==> src/rtl/incdev_seq_sched.sv <==
// incdev_seq_sched: program-order scheduler that applies reference-CPU entries after in-flight user executions finish.
// Define INCDEV_SCHED_BYPASS_EN to apply an entry straight from enq_* when the queue is empty and the FSM is idle.
module incdev_seq_sched #(
    parameter int DEPTH       = 16,
    parameter int PAUSE_SLACK = 4,
    parameter int TIMEOUT     = 1024
) (
    input  logic                     clk,
    input  logic                     rstn,
    input  logic                     enq_valid,
    output logic                     enq_ready,
    input  logic [1:0]               enq_kind,
    input  logic [31:0]              enq_pc,
    input  logic [31:0]              enq_data,
    input  logic [4:0]               enq_wreg,
    input  logic                     enq_we,
    output logic                     ref_pause,
    output logic                     usr_ex_flag,
    output logic [31:0]              usr_ex_inst,
    output logic [31:0]              usr_ex_pc,
    input  logic                     usr_ex_finish,
    output logic                     usr_wb_we,
    output logic [31:0]              usr_wb_pc,
    output logic [31:0]              usr_wb_wdata,
    output logic [4:0]               usr_wb_wreg,
    output logic                     usr_pc_inc,
    output logic                     usr_pc_we,
    output logic [31:0]              usr_pc,
    output logic [$clog2(DEPTH):0]   occupancy,
    output logic                     err_timeout,
    output logic                     err_spurious
);
    localparam int AW = $clog2(DEPTH);
    localparam int WW = $clog2(TIMEOUT);
    localparam logic [AW:0]   FULL     = (AW+1)'(DEPTH);
    localparam logic [AW:0]   PAUSE_AT = (AW+1)'(DEPTH - PAUSE_SLACK);
    localparam logic [WW-1:0] TO_LAST  = WW'(TIMEOUT - 1);

    typedef enum logic [1:0] {IDLE, WAIT, HALT} state_t;
    typedef enum logic [1:0] {K_EXEC, K_WB, K_PCINC, K_PCSET} kind_t;

    state_t        state, state_nx;
    logic [71:0]   mem [DEPTH];
    logic [71:0]   head;
    logic [AW-1:0] wr_ptr, rd_ptr;
    logic [AW:0]   occ_nx;
    logic [WW-1:0] wdog;
    logic          push, push_q, pop, bypass, issue, timeout_hit;
    kind_t         head_kind;

    assign enq_ready = occupancy != FULL;
    assign push      = enq_valid & enq_ready;
`ifdef INCDEV_SCHED_BYPASS_EN
    assign bypass    = push & (occupancy == '0) & (state == IDLE);
`else
    assign bypass    = 1'b0;
`endif
    assign push_q    = push & !bypass;
    assign pop       = (state == IDLE) & (occupancy != '0);
    assign issue     = pop | bypass;
    // A bypassed entry never touches the queue, so the head comes from the inputs.
    assign head      = bypass ? {enq_kind, enq_pc, enq_data, enq_wreg, enq_we} : mem[rd_ptr];
    assign head_kind = kind_t'(head[71:70]);
    assign occ_nx    = occupancy + (AW+1)'(push_q) - (AW+1)'(pop);
    assign timeout_hit = (state == WAIT) & !usr_ex_finish & (wdog == TO_LAST);

    always_comb begin
        state_nx = state;
        if (issue && head_kind == K_EXEC)
            state_nx = WAIT;
        else if (state == WAIT && usr_ex_finish)
            state_nx = IDLE;
        else if (timeout_hit)
            state_nx = HALT;
    end

    always_ff @(posedge clk)
        if (push_q) mem[wr_ptr] <= {enq_kind, enq_pc, enq_data, enq_wreg, enq_we};

    always_ff @(posedge clk or negedge rstn) begin
        if (!rstn) begin
            state        <= IDLE;
            wr_ptr       <= '0;
            rd_ptr       <= '0;
            occupancy    <= '0;
            wdog         <= '0;
            ref_pause    <= 1'b0;
            usr_ex_flag  <= 1'b0;
            usr_ex_inst  <= '0;
            usr_ex_pc    <= '0;
            usr_wb_we    <= 1'b0;
            usr_wb_pc    <= '0;
            usr_wb_wdata <= '0;
            usr_wb_wreg  <= '0;
            usr_pc_inc   <= 1'b0;
            usr_pc_we    <= 1'b0;
            usr_pc       <= '0;
            err_timeout  <= 1'b0;
            err_spurious <= 1'b0;
        end else begin
            state        <= state_nx;
            occupancy    <= occ_nx;
            ref_pause    <= occ_nx >= PAUSE_AT;
            wr_ptr       <= push_q ? wr_ptr + AW'(1) : wr_ptr;
            rd_ptr       <= pop ? rd_ptr + AW'(1) : rd_ptr;
            wdog         <= (state == WAIT) ? wdog + WW'(1) : '0;
            usr_ex_flag  <= issue && head_kind == K_EXEC;
            usr_wb_we    <= issue && head_kind == K_WB && head[0];
            usr_pc_inc   <= issue && head_kind == K_PCINC;
            usr_pc_we    <= issue && head_kind == K_PCSET;
            if (issue && head_kind == K_EXEC) begin
                usr_ex_inst <= head[37:6];
                usr_ex_pc   <= head[69:38];
            end
            if (issue && head_kind == K_WB) begin
                usr_wb_pc    <= head[69:38];
                usr_wb_wdata <= head[37:6];
                usr_wb_wreg  <= head[5:1];
            end
            if (issue && head_kind == K_PCSET)
                usr_pc <= head[37:6];
            err_timeout  <= err_timeout | timeout_hit;
            err_spurious <= err_spurious | (usr_ex_finish && state != WAIT);
        end
    end
endmodule

==> config.mk <==
export PLATFORM = sky130hd
export DESIGN_NAME = incdev_seq_sched
export DESIGN_NICKNAME = d
export VERILOG_FILES = /design/src/rtl/incdev_seq_sched.sv
export SDC_FILE = /design/constraint.sdc
export NUM_CORES = 1
export LEC_CHECK = 0
export ABC_AREA = 1
export BUFFER_PORTS_ARGS = -buffer_cell sky130_fd_sc_hd__buf_2
export CORE_ASPECT_RATIO = 1.1
export CORE_MARGIN = 10
export CORE_UTILIZATION = 48
export DETAILED_ROUTE_END_ITERATION = 8
export GPL_TIMING_DRIVEN = 0
export SLEW_MARGIN = 20
export SYNTH_ARGS = -nofsm -noshare
export SYNTH_HDL_FRONTEND = slang
export SYNTH_SLANG_ARGS = --single-unit
==> constraint.sdc <==
create_clock -name clk -period 5.8 [get_ports clk]
set_input_delay 1.45 -clock clk [delete_from_list [all_inputs] [get_ports clk]]
set_output_delay 1.45 -clock clk [all_outputs]
set_load 0.01 [all_outputs]
==> results.toml <==
[clock_tree]
cts_resized = 0
cts_tree = "done"
cts-root-buf = "clkbuf_16"
htreeDepth = 4
numCtsBuffers = 141
hold_buffers = 0
clk_path_buf_depth = 3
post_cts_buffers = 0
clkSlewWorstSetupHoldPaths_ns = 0.06
clkSinkCount = 1349
clk_latency_ns = 0.77

[critical_path]
max_stage_delay_ns = 0.87
crit_path_cell_trace = "clkbuf_1 > clkbuf_1 > clkbuf_1 > nand3_1 > nand3_1 > nand2_1 > nand3_1 > nand2_1"
path_buf_inv = 3
reg2reg_depth = 8
cp.arrival_ns = 4.44
cpLargestDelayFamily = "buffers and inverters"
path_class = "reg -> reg"
crit_fanout = 10
crit_path_top_delay_cell = "clkbuf_1"
reg2reg_slack_ns = 2.01
cp-start-kind = "flip-flop"
end_kind = "flip-flop"
cp_data_required_time_ns = 6.44
cp.depth = 8

[sta]
hold_viol = 0
max_freq_mhz = 264
drv_slew = 0
setup_violations = 0
slew_headroom = 0.207
fin_crit_ns = 3.79
timing.final.crit_share = 0.654
skew_ns = 0.0370
tightestPinTransition_ns = 1.19
rsz0062_at_grt = "false"
timing.hold.ws_ns = 0.464

[yosys]
postSynthAreaPerCell_um2 = 11.1
ys_types = 29
synth.top_cell.area_share = 0.630
async_flop_share = 0.146
synth_fa_ha_area_frac = 0.00310
synth_top_family_by_area = "simple AND/OR/NAND/NOR gates"
syn_inst = 4931
synth_top_area_cell = "edfxtp_1"
synth_area_um2 = 54900
synthXorXnorAreaFrac = 0.00160
ys.flop_type = "edfxtp_1"
ys_seq_elements = 1349
synth-edff-count = 1152
yosysSeqAreaShare = 0.720
yosys-top-cells-area = "edfxtp_1 (63%), dfrtp_1 (9.0%), nand2_1 (8.3%)"
synth_simple_gate_area_frac = 0.186
synthMuxAreaShare = 0
synth_compound_area_frac = 0.0360
ys_warn_count = 0
syn_nets = 5020

[cells_and_area]
drive_above_1_share = 0.127
final_util = 0.566
nets = 5490
final_common_cell = "nand2_1"
stdcell_area_um2 = 64500
area_delta_synth_final_pct = 17.5
mostFrequentLayoutCells = "nand2_1 (1209), edfxtp_1 (1152), nand3_1 (658)"

[power]
p_leak_nw = 26.3
ir_drop_uv = 298
p_total_mw = 22.6
power.density_nw_per_um2 = 350

[global_route]
first_global_vias = 38100
antenna_found_initial = 16
grt_overflow = 0
grt.total_usage = 0.282
grt_pass1_wl_um = 263000
grt_max_degree = 93

[routing]
vias_per_cell = 5.60
vias = 39400
remaining_drc_errors = 0
drt_iter0_drc = 4494
wire_per_inst_um = 26.2
wirelength_um = 184000
firstDrtPassIters = 6
drtAntennaViolNets = 0

[floorplanning]
boundaryPins = 254
num_rows = 130
start_util = 0.482
coreArea_um2 = 114000
dieHeight_um = 375
die_w_um = 342
die-area_um2 = 128000

[hold_path]
whs_path_depth = 2
min_path_type = "reg -> reg"

[placement]
place_congestion = 0.847
placed_cell_area_um2 = 60000
hpwl_um = 126000
io_buffers = 253

[flow_run]
maxCapViolCount = 0

[outcome]
status = "finished clean"
[cells in the mapped netlist, drive strengths merged (8+ instances only)]
| cell | count |
|---|---|
| a21oi | 14 |
| buf | 203 |
| clkbuf | 83 |
| dfrtp | 197 |
| edfxtp | 1152 |
| ha | 12 |
| inv | 432 |
| nand2 | 1211 |
| nand3 | 658 |
| nand4 | 38 |
| nor2 | 561 |
| o211ai | 50 |
| o21ai | 298 |
| xor2 | 8 |
[kinds of logic after synthesis]
family                   after synthesis
AO/OA/AOI/OAI                        367
XOR/XNOR                              10
adder cells (fa/ha/maj)               13
buffers and inverters                718
flip-flops                          1349
AND/OR/NAND/NOR                     2474
[per-layer routing]
layer	GRT usage	wire length, um
met2	0.464	88100
met1	0.351	68300
met3	0.0557	17200
met5	0	75
met4	0.145	10400
[stage by stage]
step | cells | setup WS [ns] | TNS (ns)
2_1_floorplan | 4931 | 0.459 | 0
4_1_cts | 7026 | 2.18 | 0
6_report | 7032 | 2.01 | 0
3_3_place_gp | 6702 | -4.36 | -4416.18
3_5_place_dp | 6776 | 1.94 | 0
5_1_grt | 7028 | 1.95 | 0
[state kept, by name, indices dropped and copies added, names as in the netlist]
register	flops
err_spurious	1
err_timeout	1
mem	1152
occupancy	5
rd_ptr	4
ref_pause	1
state	2
usr_ex_flag	1
usr_ex_inst	32
usr_ex_pc	32
usr_pc	32
usr_pc_inc	1
usr_pc_we	1
usr_wb_pc	32
usr_wb_wdata	32
usr_wb_we	1
usr_wb_wreg	5
wdog	10
wr_ptr	4
[path summary, 6_finish.rpt]
kind / to / from
setup / recovery: usr_wb_pc[19] / rd_ptr[2]
hold / removal: usr_ex_inst[18] / usr_ex_inst[18]
setup reg to reg: usr_wb_pc[19] / rd_ptr[2]
hold reg to reg: usr_ex_inst[18] / usr_ex_inst[18]
max in group asynchronous: usr_ex_pc[8] / rstn
min in group asynchronous: usr_wb_wdata[18] / rstn
[worst min-delay path, delay by kind of cell, from the launching register on]
kind | cells | cell delay [ns]
DFF | 1 | 0.34
and+or+nand+nor | 2 | 0.09
[cell type report]
cell class                 instances  area (um^2)
antenna                            6         15.0
buffer                           286         1290
clock buffer                     196         4010
clock inverter                    54          524
fill                            9530        49400
inverter                         432         1620
multi-input combinational       2864        12600
sequential                      1349        39500
tap                             1518         1900
timing repair buffer             327         3040
[report_power, final]
group          internal, mW  switching [mW]  total (mW)
clock network          5.22            3.78        9.00
logic                 0.594            1.40        1.99
registers              11.4           0.168        11.6
(Power assumes the default switching activity.)
